--- src/rtl/ram_arbiter_pkg.sv ---
// Shared types and defaults for the RAM arbiter and its RAM clients.
// Holds the FSM state encoding and the default geometry.
package ram_arbiter_pkg;

    localparam int RA_ADDR_W = 9;
    localparam int RA_DATA_W = 32;
    localparam int RA_DEPTH  = 128;

    typedef enum logic [1:0] {
        ST_IDLE   = 2'd0,
        ST_ACCESS = 2'd1,
        ST_RESP   = 2'd2
    } ra_state_t;

    // Index of the port that did not win last time.
    function automatic logic other_port(input logic p);
        return ~p;
    endfunction

endpackage

--- src/rtl/ram_arbiter_rr_arb2.sv ---
// Two-way round-robin grant: a lone requester wins, ties go to the port
// that was not granted last. Ports: req[1:0], last (index), grant one-hot.
module rr_arb2
    import ram_arbiter_pkg::*;
(
    input  logic [1:0] req,
    input  logic       last,
    output logic [1:0] grant
);

    always_comb begin
        grant = 2'b00;
        unique case (1'b1)
            (req == 2'b11): grant = other_port(last) ? 2'b10 : 2'b01;
            (req == 2'b01): grant = 2'b01;
            (req == 2'b10): grant = 2'b10;
            default:        grant = 2'b00;
        endcase
    end

endmodule

--- src/rtl/ram_arbiter.sv ---
// Two-port arbiter in front of a single-port RAM, one access at a time,
// fixed 3-edge latency (IDLE -> ACCESS -> RESP).
// Ports: clock/reset_n, per-port req/wr/addr/wdata in and done/err/rdata
// out, and the RAM side mem_addr/mem_wr/mem_rd/mem_wdata out, mem_rdata in.
module ram_arbiter
    import ram_arbiter_pkg::*;
#(
    parameter int ADDR_W = RA_ADDR_W,
    parameter int DATA_W = RA_DATA_W,
    parameter int DEPTH  = RA_DEPTH
) (
    input  logic              clock,
    input  logic              reset_n,

    input  logic              p0_req,
    input  logic              p0_wr,
    input  logic [ADDR_W-1:0] p0_addr,
    input  logic [DATA_W-1:0] p0_wdata,
    output logic              p0_done,
    output logic              p0_err,
    output logic [DATA_W-1:0] p0_rdata,

    input  logic              p1_req,
    input  logic              p1_wr,
    input  logic [ADDR_W-1:0] p1_addr,
    input  logic [DATA_W-1:0] p1_wdata,
    output logic              p1_done,
    output logic              p1_err,
    output logic [DATA_W-1:0] p1_rdata,

    output logic [ADDR_W-1:0] mem_addr,
    output logic              mem_wr,
    output logic              mem_rd,
    output logic [DATA_W-1:0] mem_wdata,
    input  logic [DATA_W-1:0] mem_rdata
);

    localparam logic [31:0] DEPTH_U = 32'(DEPTH);

    ra_state_t         state;
    logic              last_grant;
    logic              cur;
    logic              oor;

    logic [1:0]        req;
    logic [1:0]        grant;
    logic              sel;
    logic              sel_wr;
    logic [ADDR_W-1:0] sel_addr;
    logic [DATA_W-1:0] sel_wdata;
    logic              in_range;
    logic [DATA_W-1:0] rd_next;

    assign req = {p1_req, p0_req};

    rr_arb2 u_rr (
        .req   (req),
        .last  (last_grant),
        .grant (grant)
    );

    assign sel       = grant[1];
    assign sel_wr    = sel ? p1_wr    : p0_wr;
    assign sel_addr  = sel ? p1_addr  : p0_addr;
    assign sel_wdata = sel ? p1_wdata : p0_wdata;
    assign in_range  = (32'(sel_addr) < DEPTH_U);

    // Only sample the RAM bus while it is actually driven; an
    // out-of-range access returns zero.
    always_comb begin
        rd_next = '0;
        if (!oor && mem_rd)
            rd_next = mem_rdata;
    end

    always_ff @(posedge clock or negedge reset_n) begin
        if (!reset_n) begin
            state      <= ST_IDLE;
            last_grant <= 1'b1;
            cur        <= 1'b0;
            oor        <= 1'b0;
            mem_addr   <= '0;
            mem_wr     <= 1'b0;
            mem_rd     <= 1'b0;
            mem_wdata  <= '0;
            p0_done    <= 1'b0;
            p0_err     <= 1'b0;
            p0_rdata   <= '0;
            p1_done    <= 1'b0;
            p1_err     <= 1'b0;
            p1_rdata   <= '0;
        end else begin
            unique case (state)
                ST_IDLE: begin
                    if (|grant) begin
                        state      <= ST_ACCESS;
                        cur        <= sel;
                        last_grant <= sel;
                        oor        <= ~in_range;
                        mem_addr   <= sel_addr;
                        mem_wdata  <= sel_wdata;
                        mem_wr     <= in_range & sel_wr;
                        mem_rd     <= in_range & ~sel_wr;
                    end
                end
                ST_ACCESS: begin
                    state  <= ST_RESP;
                    mem_wr <= 1'b0;
                    mem_rd <= 1'b0;
                    if (!cur) begin
                        p0_done <= 1'b1;
                        p0_err  <= oor;
                        if (oor || mem_rd)
                            p0_rdata <= rd_next;
                    end else begin
                        p1_done <= 1'b1;
                        p1_err  <= oor;
                        if (oor || mem_rd)
                            p1_rdata <= rd_next;
                    end
                end
                ST_RESP: begin
                    state   <= ST_IDLE;
                    p0_done <= 1'b0;
                    p0_err  <= 1'b0;
                    p1_done <= 1'b0;
                    p1_err  <= 1'b0;
                end
                default: begin
                    state <= ST_IDLE;
                end
            endcase
        end
    end

endmodule
--- config.mk ---
export PLATFORM = sky130hd
export DESIGN_NAME = ram_arbiter
export DESIGN_NICKNAME = d
export VERILOG_FILES = /design/src/rtl/ram_arbiter_pkg.sv /design/src/rtl/ram_arbiter_rr_arb2.sv /design/src/rtl/ram_arbiter.sv
export SDC_FILE = /design/constraint.sdc
export NUM_CORES = 1
export LEC_CHECK = 0
export CORE_ASPECT_RATIO = 1.75
export CORE_UTILIZATION = 35
export DETAILED_ROUTE_END_ITERATION = 12
export HOLD_SLACK_MARGIN = 0.03
export PLACE_DENSITY_LB_ADDON = 0.05
export SLEW_MARGIN = 15
export SYNTH_ARGS = -nofsm -noshare
export SYNTH_HDL_FRONTEND = slang
export SYNTH_HIERARCHICAL = 1
export SYNTH_SLANG_ARGS = --single-unit
--- constraint.sdc ---
create_clock -name clock -period 2.12 [get_ports clock]
set_clock_uncertainty 0.05 [all_clocks]
set_input_delay 0.424 -clock clock [delete_from_list [all_inputs] [get_ports clock]]
set_output_delay 0.424 -clock clock [all_outputs]
set_load 0.005 [all_outputs]
==> metrics.yaml <==
status: "completed"
worstMarginPinSlew_ns: 1.05
gp_congestion: 0.775
cts.clk_slew.worst_paths_ns: 0.06
regArea_um2: 2910
leakage_nw: 3.39
seq_area_frac_synth: 0.554
cts_tree: "done"
post_cts_resized: 0
start_util: 0.361
drt-initial-drc-count: 189
grt_usage: 0.208
grt_pass1_vias: 4918
cp_top_family: "compound AO/OA/AOI/OAI gates"
row_count: 58
synth_edf_count: 0
vias: 4604
synth_fp_nets: 602
ant_nets: 0
grt_max_degree: 66
cp-start-kind: "flip-flop"
final_nets: 834
postSynthCellCount: 482
antenna_cells: 0
dp_hpwl_um: 10600
syn_to_final_growth_pct: 60.8
cp_num_buf_inv: 1
cts_buffer_depth: 2
die_area_um2: 15500
rsz0062_at_grt: "no"
ios: 231
antenna_found_initial: 0
die_y_um: 164
setup_violations: 0
overflow: 0
ctsRootBufferMaster: "clkbuf_16"
wl_per_cell_um: 16.8
crit_chain: "inv_1 -> a21boi_1 -> or3b_4 -> a211oi_1 -> a32o_1"
drive_above_1_share: 0.197
cts_buffers: 17
yosysTopAreaCellShare: 0.549
final_cell_mix: "clkdlybuf4s50_1 (229), dfrtp_1 (114), o21ai_0 (113), mux2_2 (80), nand2_1 (72)"
cpPeakStageDelay_ns: 0.57
critPathRequiredTime_ns: 2.41
crit_type: "flip-flop to flip-flop"
synth_area_per_cell_um2: 10.9
final_common_cell: "clkdlybuf4s50_1"
hold_viol: 0
yosys.cell_types.count: 36
path_max_fanout: 3
p_per_area_nw_per_um2: 1370
yosys.area.top_type: "dfrtp_1"
clkSinkCount: 116
yosys_warnings: 6
place_area_um2: 7830
ys_ff_latch: 116
fill_cells: 1316
core_um2: 14500
post_cts.repair.setup_buffers: 0
fmax_mhz: 523
drc: 0
dr.pass1.iters: 5
routed_wl_um: 15200
slowest_stage: "dfstp_2"
fin_area_um2: 8420
htreeDepth: 4
slew_violations: 0
synth_top_flop_cell: "dfrtp_1"
clk_latency_ns: 0.40
cp-end-kind: "flip-flop"
drv_cap: 0
via_per_inst: 5.08
fin_crit_sh: 0.903
port_buffers: 230
syn_area_um2: 5240
multi_input_area_um2: 2140
grt_pass1_wl_um: 24800
synth_area_leaders: "dfrtp_1 (55%), mux2_2 (17%), o21ai_0 (11%), nand2_1 (5.2%), clkbuf_1 (1.7%)"
postCtsHoldBufs: 1
hold_path.class: "flip-flop to flip-flop"
relSlewSlack: 0.301
vdd_drop_max_mv: 0.643
period_minus_slack_ns: 1.91
cp.arrival_ns: 2.21
die_w_um: 94.5
synthArstFlopShare: 1.00
fin_util: 0.580
==> state kept, by name (all words and copies together), names as in the netlist <==
register,count
mem_addr,9
state,2
p1_done,1
p0_rdata,32
mem_rd,1
mem_wdata,32
cur,1
oor,1
mem_wr,1
p1_err,1
p0_done,1
p0_err,1
p1_rdata,32
last_grant,1
==> cell families after synthesis <==
family | synth area share
flip-flops | 0.554
AND/OR/NAND/NOR | 0.0776
buffers and inverters | 0.0406
multiplexers | 0.174
AO/OA/AOI/OAI | 0.153
==> synthesized netlist by cell type (2+ instances only) <==
cell type and number:
buf_4 6, o21ai_1 9, a21oi_1 5, dfrtp_1 115
o21ai_0 113, o31ai_1 2, a22o_1 2, a32o_1 3
buf_2 7, nor2b_1 8, nand2_1 72, mux2_2 80
nor2_1 2, inv_1 6, a31oi_1 8, clkbuf_1 24
==> report_power, final <==
| part | internal [W] | leakage (nW) | switching (W) | total [W] |
|---|---|---|---|---|
| sequential | 0.00326 | 1.46 | 0.000630 | 0.00388 |
| combinational | 0.00299 | 1.65 | 0.00187 | 0.00486 |
| clock | 0.00178 | 0.277 | 0.00104 | 0.00283 |
| total | 0.00803 | 3.39 | 0.00355 | 0.0116 |
==> worst paths after layout <==
| kind | startpoint | endpoint | slack [ns] | cells past startpoint |
|---|---|---|---|---|
| setup / recovery | last_grant | mem_rd | 0.21 | 5 |
| hold / removal | mem_addr[3] | mem_addr[3] | 0.46 | 1 |
| setup reg to reg | last_grant | mem_rd | 0.21 | 5 |
| hold reg to reg | mem_addr[3] | mem_addr[3] | 0.46 | 1 |
| max in group asynchronous | reset_n | mem_wdata[3] | 0.91 | 3 |
| min in group asynchronous | reset_n | p1_rdata[7] | 0.48 | 2 |
==> per-stage QoR <==
stage | setup TNS [ns] | instances | setup slack (ns) | total power [W] | hold WS, ns
5_1_grt | 0 | 906 | 0.0488 | 0.0124 | 0.472
6_report | 0 | 906 | 0.206 | 0.0116 | 0.455
3_5_place_dp | -4.62 | 874 | -0.184 | 0.00886 | 0.385
4_1_cts | 0 | 906 | 0.176 | 0.0118 | 0.458
2_1_floorplan | 0 | 482 | 0.209 | 0.00586 | 0.0784
3_3_place_gp | -3.58 | 874 | -0.160 | 0.00874 | 0.380
==> worst reg2reg max path, delay by kind of cell (launching register included) <==
family	cells	cell delay, ns
flip-flops	1	0.57
AO/OA/AOI/OAI	3	0.75
AND/OR/NAND/NOR	1	0.44
buffers and inverters	1	0.05
==> layer usage <==
| layer | vias to the layer above | track usage | share of wire |
|---|---|---|---|
| met4 | 0 | 0.0551 | 0.011 |
| met3 | 14 | 0.0759 | 0.081 |
| met2 | 181 | 0.370 | 0.53 |
| met5 | - | 0 | 0 |
| li1 | 2156 | - | - |
| met1 | 2253 | 0.230 | 0.38 |
==> area by class of cell <==
type,count,share of cell area
flip-flops and latches,116,0.345
repair buffers,252,0.302
multi-input cells,320,0.254
clock buffers,19,0.0538
well taps,180,0.0267
clock inverters,12,0.0156
inverters,7,0.00312
(Power assumes the default switching activity.)
==> patch 1: new RTL, config.mk and constraints unchanged <==
The package constant `RA_ADDR_W` goes from 9 to 8.
--- a/src/rtl/ram_arbiter_pkg.sv
+++ b/src/rtl/ram_arbiter_pkg.sv
@@ -2,7 +2,7 @@
 // Holds the FSM state encoding and the default geometry.
 package ram_arbiter_pkg;
 
-    localparam int RA_ADDR_W = 9;
+    localparam int RA_ADDR_W = 8;
     localparam int RA_DATA_W = 32;
     localparam int RA_DEPTH  = 128;
 
Ports: changed (resized mem_addr, p0_addr and p1_addr); port bits go from 231 to 228. The function was not compared with the original's and may differ.
==> patch 1 against the original RTL <==
- total power shrank 7.3%
- final area shrank 5.8%
- sequential cell count fell by 2
- critical path type is now register to primary output
- global-route usage is 1.5 points lower
- worst setup slack improved by 0.031 ns
- routed wire length decreased by 14%
- synthesized area fell by 8.6%
- first-iteration DRC count fell by 50%
- cell count fell by 15%
- critical endpoint is now mem_addr[7]
- synthesized cell count shrank 28%
- non-clock buffer count shrank 4
- combinational power shrank 11%
==> patch 1: results (changes against the original RTL) <==
status - finished clean
Synth top cells by count - dfrtp_1 (113), a22o_1 (59), mux2_2 (40)
GP Congestion - 0.768 (-0.95%)
HP Start - mem_wdata[8]$_DFFE_PN0P_
CP max FO - 6 (+3)
Static Leak - 3.39 nW (about the same)
arrival time at the worst endpoint - 1.41 ns (-0.80 ns)
total iterations of the first detailed-routing run - 4 (-1)
synth unique cells - 30 (-17%)
slowest CP cell - clkdlybuf4s50_1
Final nets - 704 (-16%)
Initial DRC Count - 94 (-50%)
I/O Buffers - 227 (-1.3%)
vias in the first global route - 4049 (-18%)
worst reg2reg setup slack - 0.38 ns (+0.17 ns)
first-pass GRT wire length - 21100 um (-15%)
share of layout cells above drive strength 1 - 16.0% (-3.7 points)
Seq/Total Area, Yosys - 59.6% (+4.2 points)
post-route insts no fill - 773 (-15%)
Worst Hold Path EP - mem_wdata[8]$_DFFE_PN0P_
slew margin rel. - 70.3% (+40 points)
syn_nets - 464 (-23%)
Synth Area in XOR/XNOR - 0% (unchanged)
placed cell areas - 7360 um^2 (-6.0%)
Routed WL - 13100 um (-14%)
r2r endpoint - mem_addr[2]$_DFFE_PN0P_
gr usage total - 19.2% (-1.5 points)
Max stage delay on crit path - 0.54 ns (-0.03 ns)
Crit path max-delay family - buffers and inverters
top cells by area, synth - dfrtp_1 (59%), a22o_1 (11%), mux2_2 (9.4%), mux2_1 (9.2%), nand2_1 (2.0%)
largest net degree at the start of global routing - 50 (-24%)
Worst VDD drop - 557 uV (-13%)
via count - 3837 (-17%)
==> patch 1: cell count changes in the layout (fill, tap and decap cells not counted), sizes merged, moves of 3 or more <==
cell,change
a21oi,-3
a22o,+57
a31oi,-8
clkdlybuf4s50,-3
nand2,-47
nor2b,-5
o211ai,+8
o21ai,-120
==> patch 1: report_power, final <==
group          internal, W  total, W  switching [W]
Clock              0.00165   0.00272        0.00107
Sequential         0.00314   0.00368       0.000541
Combinational      0.00280   0.00433        0.00153
==> patch 1: layout make-up <==
cell class,count,area (um^2)
fillers,1097,5450
flip-flops and latches,114,2850
repair buffers,248,2500
multi-input cells,200,1770
clock buffers,18,439
well taps,174,218
clock inverters,14,130
inverters,5,18.8
==> patch 1: cells by family after synthesis <==
| family | after synthesis |
|---|---|
| AND/OR/NAND/NOR | 39 |
| buffers and inverters | 32 |
| multiplexers | 80 |
| AO/OA/AOI/OAI | 81 |
| flip-flops | 114 |
==> patch 1: worst max path at each step <==
stage / startpoint / to
2_1_floorplan: p1_req / mem_addr[1]$_DFFE_PN0P_
3_3_place_gp: p1_req / mem_wdata[7]$_DFFE_PN0P_
3_5_place_dp: p1_req / mem_wdata[13]$_DFFE_PN0P_
4_1_cts: mem_addr[7]$_DFFE_PN0P_ / mem_addr[7]
5_1_grt: mem_addr[7]$_DFFE_PN0P_ / mem_addr[7]
6_report: mem_addr[7]$_DFFE_PN0P_ / mem_addr[7]
==> patch 1: timing repair <==
item                                    4_1_cts  5_1_grt
hold endpoints to repair                     29        0
endpoints found under the setup margin        0        0
buffers inserted                              0        0
hold buffers                                  1        0
==> patch 1: metrics by stage <==
step                      utilization (%)  hold WS (ns)  power [W]  setup slack (ns)
after global placement               55.0         0.343    0.00802           -0.0934
after detailed placement             55.0         0.342    0.00810            -0.145
final                                59.3         0.431     0.0107             0.237
after floorplan                         -        0.0784    0.00544            0.0553
after global routing                 59.3         0.453     0.0114             0.187
after CTS                            59.3         0.437     0.0109             0.206
==> patch 1: layer usage <==
layer | routed length (um) | up-vias | share of wire (%) | global-route usage (%)
li1 | - | 1757 | - | -
met1 | 4900 | 1906 | 38 | 20.9
met2 | 7050 | 156 | 54 | 34.1
met3 | 863 | 18 | 6.6 | 6.17
met4 | 254 | 0 | 1.9 | 8.60
met5 | 0 | - | 0 | 0
==> patch 2: new RTL, config.mk and constraints unchanged <==
Made on the original files. The 3 states of `ra_state_t` get a one-hot encoding in 3 bits.
--- a/src/rtl/ram_arbiter_pkg.sv
+++ b/src/rtl/ram_arbiter_pkg.sv
@@ -6,10 +6,10 @@
     localparam int RA_DATA_W = 32;
     localparam int RA_DEPTH  = 128;
 
-    typedef enum logic [1:0] {
-        ST_IDLE   = 2'd0,
-        ST_ACCESS = 2'd1,
-        ST_RESP   = 2'd2
+    typedef enum logic [2:0] {
+        ST_IDLE   = 3'b001,
+        ST_ACCESS = 3'b010,
+        ST_RESP   = 3'b100
     } ra_state_t;
 
     // Index of the port that did not win last time.
Formal check against the unedited RTL: same outputs for any inputs over 4 cycles, from zero or initial values and one cycle with reset_n low; so few cycles prove little.
==> patch 2 against the original RTL <==
- total power fell by 0.48%
- clock power fell by 7%
- sequential share of layout area fell by 0.88 points
- final area rose by 3.5%
- routed wire length fell by 4.2%
- synthesized area rose by 6.7%
- worst setup slack got worse by 0.0088 ns
- sequential cell count rose by 1
- highest routed layer unchanged
==> patch 2: results (changes against the original RTL) <==
async set-reset flop share out of synthesis - 100% (unchanged)
metal3 WL - 995 um (-19%)
Fillers - 1355 (+3.0%)
sequential power - 0.00384 W (-1%)
I/O Buffers - 230 (unchanged)
Top FF cell, synth - dfrtp_1
Final nets - 852 (+2.2%)
slowest CP cell - dfstp_2
post-route insts no fill - 930 (+2.6%)
total iterations of the first detailed-routing run - 4 (-1)
Worst Hold Class - primary input to async pin
Seq/Total Area, Yosys - 52.4% (-3.0 points)
Clock Root Buffer - clkbuf_16
GP Congestion - 0.730 (-5.8%)
Crit path max-delay family - flip-flops
metal2 WL - 7590 um (-6.6%)
status - finished clean
Fin Hold WS - 0.446 ns (-0.00877 ns)
cts bufs inserted - 17 (unchanged)
placed cell areas - 8170 um^2 (+4.3%)
crit path to - mem_wdata[8]$_DFFE_PN0P_
Static Leak - 3.62 nW (+6.6%)
Via density - 4.91 (-3.3%)
arrival time at the worst endpoint - 2.16 ns (-0.05 ns)
share of layout cells above drive strength 1 - 23.0% (+3.3 points)
Max stage delay on crit path - 0.56 ns
setup ws final - 0.198 ns (-0.00881 ns)
wire length per cell - 15.7 um (-6.6%)
placed insts - 898 (+2.7%)
synthesized area per cell - 11.1 um^2 (+2.3%)
GR peak layer - met2
clk slew on worst S/H paths - 0.05 ns
Gate power share - 43.7% (+1.7 points)
first-pass GRT wire length - 23700 um (-4.5%)
slew margin rel. - 72.8% (+43 points)
Place WS - -0.230 ns (-0.0454 ns)
CTS Buffer Depth - 2 (unchanged)
vias in the first global route - 4727 (-3.9%)
CP max FO - 33 (+30)
Worst VDD drop - 574 uV (-11%)
Initial DRC Count - 130 (-31%)
path depth of the worst reg2reg path - 6 (+1)
Psw - 0.00361 W (+1.8%)
DRT met1 WL - 5780 um (+1.3%)
gr usage total - 18.1% (-2.7 points)
met1 GRT Util - 20.0% (-2.9 points)
top cells by area, synth - dfrtp_1 (51%), mux2_2 (17%), nand2_1 (11%), o211ai_2 (7.2%), o211ai_1 (4.3%)
HPWL after detailed placement - 10400 um (-2.1%)
switch share - 31.3% (+0.71 points)
GR Layer Usage met2 - 32.2% (-4.8 points)
Synth top cells by count - nand2_1 (162), dfrtp_1 (115), mux2_2 (85)
largest net degree at the start of global routing - 65 (-1.5%)
worst reg2reg setup slack - 0.20 ns
synth unique cells - 29 (-19%)
met3 Track Usage GR - 5.89% (-1.7 points)
syn_nets - 623 (+3.5%)
-- patch 2: changes by cell type after synthesis, sizes merged, moves of 5 or more --
| cell | unedited run | this run |
|---|---|---|
| nand2 | 72 | 162 |
| o211ai | 0 | 64 |
| buf | 14 | 23 |
| o21ai | 123 | 6 |
| mux2 | 80 | 85 |
| clkbuf | 25 | 13 |
| a31oi | 8 | 0 |
-- patch 2: cells by family (layout without fill, tap and decap cells) --
kind of cell,after synthesis,in the layout,synth area share (%)
buffers and inverters,40,281,3.96
AOI/OAI and AO/OA,81,81,13.3
muxes,87,87,17.5
and+or+nand+nor,178,178,12.8
DFF,117,117,52.4
-- patch 2: cell type report --
cell class / count / area (um^2) / area share, %
repair buffers: 246 / 2510 / 28.8
well taps: 186 / 233 / 2.67
clock inverters: 10 / 82.6 / 0.947
multi-input cells: 346 / 2490 / 28.5
inverters: 4 / 15.0 / 0.172
clock buffers: 21 / 460 / 5.28
flip-flops and latches: 117 / 2930 / 33.6
